===== src/rtl/simplerisc_pkg.sv =====
// Shared SimpleRISC pipeline types and widths.
package simplerisc_pkg;

  localparam int DATA_W     = 32;
  localparam int REG_ADDR_W = 5;

  typedef enum logic [1:0] {
    IDLE = 2'd0,
    REQ  = 2'd1,
    WAIT = 2'd2,
    DONE = 2'd3
  } dm_state_t;

endpackage


===== src/rtl/dm_timeout_ctr.sv =====
// Cycle counter that bounds how long a memory access may stay outstanding.
module dm_timeout_ctr #(
  parameter int TIMEOUT = 64
) (
  input  logic clk,
  input  logic rst,
  input  logic clear,
  input  logic enable,
  output logic expired
);

  localparam int CNT_W = (TIMEOUT > 2) ? $clog2(TIMEOUT) : 1;

  logic [CNT_W-1:0] count;

  // NOTE: sequential state uses non-blocking assignments so every flop samples pre-edge values.
  always_ff @(posedge clk or posedge rst) begin
    if (rst) begin
      count <= '0;
    end else if (clear) begin
      count <= '0;
    end else if (enable && !expired) begin
      count <= count + CNT_W'(1);
    end
  end

  assign expired = enable && (count == CNT_W'(TIMEOUT - 1));

endmodule


===== src/rtl/dm_mem_stage.sv =====
// SimpleRISC DM stage: issues ld/st to data memory and stalls the pipe until done.
module dm_mem_stage
  import simplerisc_pkg::*;
#(
  parameter int ADDR_W  = 16,
  parameter int TIMEOUT = 64
) (
  input  logic                  clk,
  input  logic                  rst,
  input  logic                  valid_DM,
  input  logic                  isLd_DM,
  input  logic                  isSt_DM,
  input  logic [DATA_W-1:0]     aluResult_DM,
  input  logic [DATA_W-1:0]     op2_DM,
  input  logic [REG_ADDR_W-1:0] rd_DM,
  input  logic                  isWb_DM,
  output logic [DATA_W-1:0]     DMResult_DM,
  output logic                  isWbOut_DM,
  output logic [REG_ADDR_W-1:0] rdOut_DM,
  output logic [DATA_W-1:0]     aluResultOut_DM,
  output logic                  stall_DM,
  output logic                  mem_req,
  output logic                  mem_we,
  output logic [ADDR_W-1:0]     mem_addr,
  output logic [DATA_W-1:0]     mem_wdata,
  input  logic                  mem_gnt,
  input  logic                  mem_rvalid,
  input  logic [DATA_W-1:0]     mem_rdata,
  output logic                  mem_err
);

  dm_state_t state, next_state;
  logic      mem_op, busy, expired;
  logic      capture_rdata, abort_access;

  assign mem_op = valid_DM & (isLd_DM | isSt_DM);
  assign busy   = (state == REQ) || (state == WAIT);

  dm_timeout_ctr #(.TIMEOUT(TIMEOUT)) u_timeout (
    .clk     (clk),
    .rst     (rst),
    .clear   (!busy),
    .enable  (busy),
    .expired (expired)
  );

  // A grant or read response in the expiring cycle wins over the abort.
  // NOTE: every always_comb output gets a default first so no latch is inferred.
  always_comb begin
    next_state    = state;
    capture_rdata = 1'b0;
    abort_access  = 1'b0;
    unique case (state)
      IDLE: if (mem_op) next_state = REQ;
      REQ: begin
        if (mem_gnt) begin
          if (mem_we) begin
            next_state = DONE;
          end else if (mem_rvalid) begin
            capture_rdata = 1'b1;
            next_state    = DONE;
          end else begin
            next_state = WAIT;
          end
        end else if (expired) begin
          abort_access = 1'b1;
          next_state   = DONE;
        end
      end
      WAIT: begin
        if (mem_rvalid) begin
          capture_rdata = 1'b1;
          next_state    = DONE;
        end else if (expired) begin
          abort_access = 1'b1;
          next_state   = DONE;
        end
      end
      DONE:    next_state = IDLE;
      default: next_state = IDLE;
    endcase
  end

  always_ff @(posedge clk or posedge rst) begin
    if (rst) begin
      state       <= IDLE;
      DMResult_DM <= '0;
      mem_err     <= 1'b0;
      mem_addr    <= '0;
      mem_wdata   <= '0;
      mem_we      <= 1'b0;
    end else begin
      state <= next_state;
      if (state == IDLE && mem_op) begin
        mem_addr  <= aluResult_DM[ADDR_W+1:2];
        mem_wdata <= op2_DM;
        mem_we    <= isSt_DM;
      end
      if (capture_rdata) begin
        DMResult_DM <= mem_rdata;
      end else if (abort_access) begin
        DMResult_DM <= '0;
        mem_err     <= 1'b1;
      end
    end
  end

  // Gated by rst so the pipe unfreezes immediately even while a memory op sits in EX/DM.
  assign mem_req  = !rst && (state == REQ);
  assign stall_DM = !rst && (busy || (state == IDLE && mem_op));

  assign isWbOut_DM      = isWb_DM & ~stall_DM;
  assign rdOut_DM        = rd_DM;
  assign aluResultOut_DM = aluResult_DM;

endmodule


===== config.mk =====
export PLATFORM = sky130hd
export DESIGN_NAME = dm_mem_stage
export DESIGN_NICKNAME = d
export VERILOG_FILES = /design/src/rtl/simplerisc_pkg.sv /design/src/rtl/dm_timeout_ctr.sv /design/src/rtl/dm_mem_stage.sv
export SDC_FILE = /design/constraint.sdc
export NUM_CORES = 1
export LEC_CHECK = 0
export ABC_AREA = 0
export CORE_MARGIN = 2
export CORE_UTILIZATION = 39
export CTS_CLUSTER_SIZE = 20
export DETAILED_ROUTE_END_ITERATION = 12
export PLACE_DENSITY = 0.8
export SLEW_MARGIN = 20
export SYNTH_ARGS = -nofsm -noshare
export SYNTH_HDL_FRONTEND = slang
export SYNTH_SLANG_ARGS = --single-unit

===== constraint.sdc =====
create_clock -name clk -period 3.94 [get_ports clk]
set_input_delay 0.591 -clock clk [delete_from_list [all_inputs] [get_ports clk]]
set_output_delay 0.591 -clock clk [all_outputs]
set_load 0.02 [all_outputs]

Word-level counts from Yosys, hierarchy flattened:

Index checks and enable logic that the tools add are counted.

* input bits: 109
* register bits: 90

* mux-type cells: 19
* add/subtract/negate cells: 1
* bitwise logic cells: 5
* eq/ne operators: 6
* reduce and logical (&&, ||, !) cells: 12

Operators by type and width (number)
* $mux 32: 2
* $mux 6: 2
* $mux 1: 8
* $mux 2: 4
* $pmux 2 s4: 1
* $add 6x1->6 const B: 1
* $eq 6x6->1 const B: 1
* $logic_and 1x1->1: 5
* $eq 2x2->1 const B: 2
* $pmux 1 s2: 2
* $and 1x1->1: 2
* $eq 2x1->1 const B: 1
* $logic_not 1->1: 2
* $logic_not 2->1: 1
* $logic_or 1x1->1: 2
* $ne 2x1->1 const B: 1
* $ne 2x2->1 const B: 1
* $not 1->1: 2
* $reduce_and 2->1: 1
* $reduce_bool 2->1: 1
* $or 1x1->1: 1

Logic depth before layout (Yosys ltp):

Gate-level depths: netlist of run 1.

* word-level depth: 8
* mapped depth: 7
* mapped depth without buffers: 5

Cells and area by module:

From an unflattened synthesis of run 1, not the netlist that was laid out.

* cells, all modules: 358
* area, all modules: 4440.5 um2

Modules (own cells, without submodules)
* dm_mem_stage: seq. area each 2102.0 um2, area an instance 4053.9 um2, times used 1, cells each 318
* dm_timeout_ctr: seq. area each 150.1 um2, area an instance 386.6 um2, times used 1, cells each 40

Worst setup path after synthesis of run 1:

Ideal clock, no wire load.

* path kind: register to output
* start: register state[0]
* end: output port isWbOut_DM
* path slack: 1.663 ns
* required time: 3.349 ns
* path buffers: 1
* data arrival time: 1.686 ns
* cell stages (with the launch flop): 7
* path through: dfrtp_1 > inv_1 > ha_1 > o211ai_1 > buf_2 > a21oi_1 > nor2b_1

* longest elaborated chain between the ends: 6
* elaborated cells on any way between the ends: 9
* classes of those cells: eq/ne (2); bitwise (2); reduce/logical (5)

RTL lines
* from (decl): line dm_mem_stage.sv:32 `dm_state_t state, next_state;`
* from (signal assigned): line dm_mem_stage.sv:93 `state <= next_state;`
* $eq 2x1->1, or another cell as far along: line dm_mem_stage.sv:37 `assign busy = (state == REQ) || (state == WAIT);`
* $logic_or 1x1->1 or $logic_and 1x1->1 (tied branches): line dm_mem_stage.sv:37, dm_mem_stage.sv:110
* $logic_or 1x1->1 *: line dm_mem_stage.sv:110 `assign stall_DM = !rst && (busy || (state == IDLE && mem_op));`
* $logic_and 1x1->1 *: line dm_mem_stage.sv:110
* named net stall_DM: line dm_mem_stage.sv:21 `output logic stall_DM,`
* $not 1->1 *: line dm_mem_stage.sv:112 `assign isWbOut_DM = isWb_DM & ~stall_DM;`
* $and 1x1->1 *: line dm_mem_stage.sv:112
* to (decl): line dm_mem_stage.sv:18 `output logic isWbOut_DM,`

The timed path passes the listed nets; every way through them passes the cells marked *.

Final worst setup path of run 1:

* start: register state[0]
* end: output port stall_DM

* longest elaborated chain between the ends: 4
* elaborated cells on any way between the ends: 7
* classes of those cells: eq/ne (2); reduce/logical (5)

RTL lines (line)
* $eq 2x1->1, or another cell as far along: dm_mem_stage.sv:37
* $logic_or 1x1->1 or $logic_and 1x1->1 (tied branches): dm_mem_stage.sv:37, dm_mem_stage.sv:110
* $logic_or 1x1->1 *: dm_mem_stage.sv:110
* $logic_and 1x1->1 *: dm_mem_stage.sv:110
* to (decl): dm_mem_stage.sv:21

Mark *: on every way between the ends. The rest lies on a longest branch, timed or not.

==> results by group, run 1 <==
Power
  – Sw power: 0.001669 W
  – VDD IR max: 0.3885 mV
  – Logic pwr share: 49.5%
  – Clk pwr share: 16.7%
  – Leak pwr: 2.656 nW
  – Sw Ratio: 36.04%
  – Power Dens Cells: 759.6 nW/um^2
  – Flop pwr share: 33.9%
  – Total power: 0.004631 W
  – Int Pwr: 0.002962 W

Floorplanning
  – Initial cell density of the core: 40.07%
  – Die Footprint: 11450 sq um
  – Cell Rows: 37
  – Core ar.: 10320 sq um
  – # IOs: 231
  – Die height: 107.0 um
  – Die width: 107.0 um

Clocking
  – # Post-CTS Setup Buffers: 0
  – Post-cts resize count: 0
  – Hold Buf Count CTS: 0
  – H-tree depth: 3
  – CTS tree: built
  – Num CTS Buffers: 9
  – Clock sink total: 90
  – Worst-case clock buffer depth: 2
  – CTS root buffer: clkbuf_8
  – Insertion delay to the later sink of the worst-skew pair: 0.35 ns
  – Clock slew seen by the registers of the worst setup and hold paths: 0.09 ns

Setup path
  – Worst Path Max Fanout: 7
  – Cell count along the critical path: 5
  – Worst setup EP type: output port
  – Kind of critical path: reg2out
  – Reg2Reg Setup Slack: 1.75 ns
  – Slowest CP cell: clkdlybuf4s50_1
  – Worst EP arrival: 2.20 ns
  – Worst path required time: 3.35 ns
  – Startpoint Class: flip-flop
  – FF-to-FF End: DMResult_DM[3]
  – Largest delay share family, worst path: buffers and inverters
  – Reg2reg start: state[1]
  – CP Cell Sequence: inv_1 -> ha_1 -> o211ai_1 -> a21oi_1 -> clkdlybuf4s50_1
  – Crit path buf inv count: 2
  – R2R depth: 6
  – Delay of the slowest critical-path stage: 0.65 ns

Timing
  – Slew at the pin closest to its max-slew limit: 0.9217 ns
  – Slew Limit Fails: 0
  – Final min period: 2.793 ns
  – Final Cycle Share: 70.88%
  – Slew HR: 38.28%
  – Setup Skew: 0.01515 ns
  – Fmax: 0.3581 GHz
  – Setup_tns: 0 ns
  – RSZ-0062 raised after global routing: no
  – # setup viols final: 0
  – Final hold vios: 0

Placement
  – Placed Instances: 623
  – Post-DP HPWL: 7.556 mm
  – IO buf count: 188
  – Area after DPL: 5849 sq um
  – Global placement routability congestion: 0.7048

Min path
  – HP Start: mem_err
  – Min-delay worst type: reg2reg
  – Hold Path Cell Cnt: 1
  – Hold EP: mem_err

Global route
  – Initial antenna violation count: 0
  – Pin count of the biggest net entering global routing: 55
  – Number of global-route vias before repair: 3287
  – First-pass GRT wire length: 16.08 mm
  – Total GRT Usage: 17.58%
  – Grt total ovfl: 0

Route
  – Iter 0 DRT Violations: 178
  – DRT Pass-1 Iters: 5
  – Routed wire length: 10.20 mm
  – Residual DRC: 0
  – Vias per cell: 4.955
  – ANT nets after route: 0
  – Avg WL per Cell: 15.96 um
  – DR vias: 3166

Run status
  – Status: finished, final reports clean

Final layout
  – Diode count: 0
  – NumNets Final: 611
  – Share of post-route cells with drive strength above 1: 14.91%
  – Register area: 2252 sq um
  – Area added between synthesis and finish: 47.40%
  – Fin area: 6097 sq um
  – Non-filler cells, final: 639
  – Commonest non-fill, non-tap cells in the layout: clkdlybuf4s50_1 (188), dfrtp_1 (90), mux2_2 (49), inv_1 (36), nand2_1 (34)
  – Leading cell type in the layout, fill and taps excluded: clkdlybuf4s50_1
  – Area of the multi-input gates: 1335 sq um
  – Fillers: 857

Job
  – MaxCap Viol Count: 0

Logic synthesis
  – Synthesized net count: 461
  – Yosys cell types: 36
  – Main synth FF type: dfrtp_1
  – Top cells by area, synth: dfrtp_1 (54%), mux2_2 (13%), buf_4 (6.9%)
  – Register area share after synthesis: 54.45%
  – Ys async rst share: 100.0%
  – Post-synth top area cell: dfrtp_1
  – Post-synth EDFFs: 0
  – Average cell area after synthesis: 11.89 sq um
  – Post-synthesis cell count: 348
  – Cell area after synthesis: 4136 sq um
  – Seq cells post-synth: 90
  – Count of warnings emitted by yosys: 0
  – Area fraction of the dominant cell type after synthesis: 54.45%
-- power by group through the flow --
stage | clock network [W] | registers [W] | logic (W)
after global placement | 0 | 0.00156 | 0.00227
after floorplan | 0 | 0.00206 | 0.000756
final | 0.000771 | 0.00157 | 0.00229
after global routing | 0.000826 | 0.00163 | 0.00244
after CTS | 0.000792 | 0.00157 | 0.00232
after detailed placement | 0 | 0.00159 | 0.00231
-- cells by family (layout without fill, tap and decap cells) --
kind of cell	after synthesis	after routing	synth area share, %
multiplexers	49	49	13.34
buffers and inverters	92	247	13.28
adder cells (fa/ha/maj)	4	4	1.210
AND/OR/NAND/NOR	58	58	6.685
XOR/XNOR	1	1	0.2118
AO/OA/AOI/OAI	54	54	10.83
flip-flops	90	90	54.45
-- how the worst max path moves through the flow --
stage                        start        endpoint  slack, ns
after floorplan                rst  DMResult_DM[0]       1.01
after global placement     isSt_DM      isWbOut_DM       1.15
after detailed placement   isSt_DM      isWbOut_DM       1.18
after CTS                 state[1]        stall_DM       1.11
after global routing      state[1]        stall_DM       0.96
final                     state[0]        stall_DM       1.15
-- state kept, by name (all words and copies together) (netlist names) --
name / count
state: 2
DMResult_DM: 32
mem_err: 1
mem_wdata: 32
mem_addr: 16
u_timeout.count: 6
mem_we: 1
-- per-layer routing --
| metal | vias to the layer above | GRT usage [%] | share of wire [%] |
|---|---|---|---|
| met1 | 1535 | 21.71 | 41 |
| li1 | 1465 | - | - |
| met5 | - | 0 | 0 |
| met4 | 0 | 5.473 | 1.5 |
| met3 | 25 | 6.505 | 8.7 |
| met2 | 141 | 28.71 | 49 |
-- synthesized netlist by cell type (5+ instances only) --
library cell / n
buf_6: 7
inv_1: 37
o32ai_1: 31
mux2_2: 49
o21ai_0: 5
nand3_1: 6
buf_2: 7
nand2_1: 34
buf_4: 38
dfrtp_1: 90
-- per-stage QoR --
| step | setup WS, ns | hold WS (ns) | util [%] |
|---|---|---|---|
| 4_1_cts | 1.114 | 0.4808 | 59.05 |
| 6_report | 1.148 | 0.4803 | 59.06 |
| 5_1_grt | 0.9592 | 0.5100 | 59.06 |
| 2_1_floorplan | 1.014 | 0.4956 | - |
| 3_5_place_dp | 1.176 | 0.4608 | 56.66 |
| 3_3_place_gp | 1.146 | 0.4370 | 56.66 |
-- cell type report --
type                       count  share of cell area (%)
sequential                    90                   36.94
clock buffer                   9                   2.032
multi-input combinational    166                   21.90
inverter                      37                   2.319
clock inverter                 7                   2.011
tap                          136                   2.791
timing repair buffer         194                   32.01
Note: power is estimated with default switching activity, not from simulation.
==> inputs of run 2 (changes only) <==
==> constraint.sdc (replaced) <==
create_clock -name clk -period 2.7 [get_ports clk]
set_input_delay 0.405 -clock clk [delete_from_list [all_inputs] [get_ports clk]]
set_output_delay 0.405 -clock clk [all_outputs]
set_load 0.02 [all_outputs]
==> run 2 against run 1 <==
Compared with the run above: combinational power is 45% higher; cell count is 0.16% higher; core utilization is 0.36 points lower; first-iteration DRC count is 16% lower; die area stayed put; sequential share of layout area is 0.23 points higher; non-clock buffer count is 2 higher; count of clock-buffer cells in the layout is 1 higher; clock power is 20% higher; critical path depth is 1 lower; largest cell class unchanged.
==> results by group, run 2 (synthesis results as in run 1) <==
Final layout
  – Share of post-route cells with drive strength above 1: 15.08%
  – Regs by FF count: DMResult_DM x32, mem_wdata x32, mem_addr x16
  – Final Util: 58.70%
  – Area added between synthesis and finish: 46.49%
  – Fillers: 886
  – Diode count: 0
  – Leading cell type in the layout, fill and taps excluded: clkdlybuf4s50_1
  – Commonest non-fill, non-tap cells in the layout: clkdlybuf4s50_1 (186), dfrtp_1 (90), mux2_2 (49), inv_1 (36), nand2_1 (34)
  – NumNets Final: 613

Global route
  – GR peak layer: met2
  – First-pass GRT wire length: 16.37 mm
  – Total GRT Usage: 18.06%
  – Grt total ovfl: 0
  – Met1 Use GR: 21.40%
  – Initial antenna violation count: 0
  – Global routing usage on met3: 6.991%
  – Number of global-route vias before repair: 3267
  – Pin count of the biggest net entering global routing: 50
  – Met2 Track Usage GR: 30.03%

Route
  – ANT nets after route: 0
  – DR vias: 3191
  – Routed wire length: 10.19 mm
  – DRT Pass-1 Iters: 5
  – Vias per cell: 4.986
  – Iter 0 DRT Violations: 149
  – Residual DRC: 0
  – Avg WL per Cell: 15.91 um

Setup path
  – Delay of the slowest critical-path stage: 0.61 ns
  – Worst path required time: 2.30 ns
  – Worst Setup SP: state[1]
  – Cell count along the critical path: 4
  – R2R depth: 5
  – Reg2reg start: state[0]
  – Reg2Reg Setup Slack: 0.70 ns
  – Worst EP arrival: 1.92 ns
  – Startpoint Class: flip-flop
  – CP Capture Point: mem_req
  – Kind of critical path: reg2out
  – FF-to-FF End: mem_addr[7]
  – Crit path buf inv count: 2
  – Worst setup EP type: output port
  – Worst Path Max Fanout: 8
  – Largest delay share family, worst path: buffers and inverters
  – Slowest CP cell: clkdlybuf4s50_1
  – CP Cell Sequence: inv_1 -> ha_1 -> nor2b_1 -> clkdlybuf4s50_1

Floorplanning
  – Core ar.: 10320 sq um
  – # IOs: 231
  – Initial cell density of the core: 40.07%
  – Die width: 107.0 um
  – Cell Rows: 37
  – Die Footprint: 11450 sq um
  – Die height: 107.0 um

Timing
  – Final min period: 2.326 ns
  – Slew Limit Fails: 0
  – RSZ-0062 raised after global routing: no
  – # setup viols final: 0
  – Slew at the pin closest to its max-slew limit: 0.7077 ns
  – Slew HR: 52.72%
  – Final Cycle Share: 86.16%
  – Final hold vios: 0
  – Setup_tns: 0 ns
  – Fmax: 0.4299 GHz
  – Setup Skew: 0.01200 ns

Clocking
  – Worst-case clock buffer depth: 2
  – CTS root buffer: clkbuf_8
  – H-tree depth: 3
  – Insertion delay to the later sink of the worst-skew pair: 0.34 ns
  – Clock sink total: 90
  – # Post-CTS Setup Buffers: 0
  – Clock slew seen by the registers of the worst setup and hold paths: 0.09 ns
  – Num CTS Buffers: 9
  – CTS tree: built
  – Hold Buf Count CTS: 0

Power
  – VDD IR max: 0.6352 mV
  – Sw power: 0.002397 W
  – Int Pwr: 0.004149 W
  – Logic pwr share: 50.9%
  – Power Dens Cells: 1080 nW/um^2
  – Leak pwr: 2.660 nW
  – Flop pwr share: 34.9%
  – Sw Ratio: 36.62%
  – Clk pwr share: 14.2%

Placement
  – Global placement routability congestion: 0.8033
  – IO buf count: 188
  – Post-DP HPWL: 7.497 mm

Run status
  – Status: finished, final reports clean

Min path
  – Min-delay worst type: reg2reg

Job
  – MaxCap Viol Count: 0
==> run 2: changes by cell type in the layout (fill, tap and decap cells not counted) <==
| cell | before | now |
|---|---|---|
| buf_4 | 4 | 7 |
| buf_12 | 2 | 1 |
| clkinvlp_4 | 2 | 3 |
| bufinv_16 | 3 | 1 |
| dlymetal6s2s_1 | 0 | 2 |
| clkbuf_8 | 9 | 10 |
| clkdlybuf4s50_1 | 188 | 186 |
| inv_4 | 1 | 0 |
==> run 2: through the flow <==
stage	total power [W]	cell area, sq um	cells	hold slack (ns)	worst slack, ns
detailed placement	0.005689	5854	625	0.4667	0.3664
finish	0.006546	6060	640	0.4798	0.3738
global route	0.006956	6060	640	0.5126	0.2390
global placement	0.005574	5854	625	0.4539	0.3720
CTS	0.006649	6055	640	0.4877	0.06489
floorplan	0.004116	4140	348	0.4956	0.6088
==> run 2: worst min path at each step <==
stage	startpoint	to	cells past startpoint
finish	mem_err	mem_err	1
global route	mem_err	mem_err	1
CTS	mem_err	mem_err	1
detailed placement	mem_err	mem_err	1
global placement	mem_err	mem_err	1
floorplan	u_timeout.count[2]	u_timeout.count[2]	1
==> run 2: repair_timing <==
action / in CTS / in global routing
endpoints found under the hold margin: 0 / 0
endpoints found under the setup margin: 0 / 2
gates resized for setup: 0 / 2
==> run 2: metal layers <==
metal,wire length (um),vias up
met3,1061,19
met5,0,-
met2,4971,159
met4,178,0
met1,3974,1543
li1,-,1470
==> run 2: power by group through the flow <==
stage          registers [W]  clock network, W  logic [W]
2_1_floorplan        0.00301                 0    0.00110
3_3_place_gp         0.00228                 0    0.00329
3_5_place_dp         0.00232                 0    0.00337
4_1_cts              0.00229          0.000979    0.00338
5_1_grt              0.00237           0.00103    0.00356
6_report             0.00229          0.000928    0.00333
==> run 2: final cells by class <==
type                            count  area [sq um]  share of cell area (%)
Tap cell                          136         170.2                   2.808
Clock buffer                       10         137.6                   2.271
Sequential cell                    90          2252                   37.17
Clock inverter                      5         62.56                   1.032
Multi-Input combinational cell    166          1335                   22.03
Inverter                           37         142.6                   2.354
Timing Repair Buffer              196          1959                   32.34
==> inputs of run 3 (changes only) <==
--- a/config.mk
+++ b/config.mk
@@ -8,7 +8,6 @@
 export ABC_AREA = 0
 export CORE_MARGIN = 2
 export CORE_UTILIZATION = 39
-export CTS_CLUSTER_SIZE = 20
 export DETAILED_ROUTE_END_ITERATION = 12
 export PLACE_DENSITY = 0.8
 export SLEW_MARGIN = 20
==> results of run 3 <==
The final DEF is identical to that of run 2; final timing and power are the same.
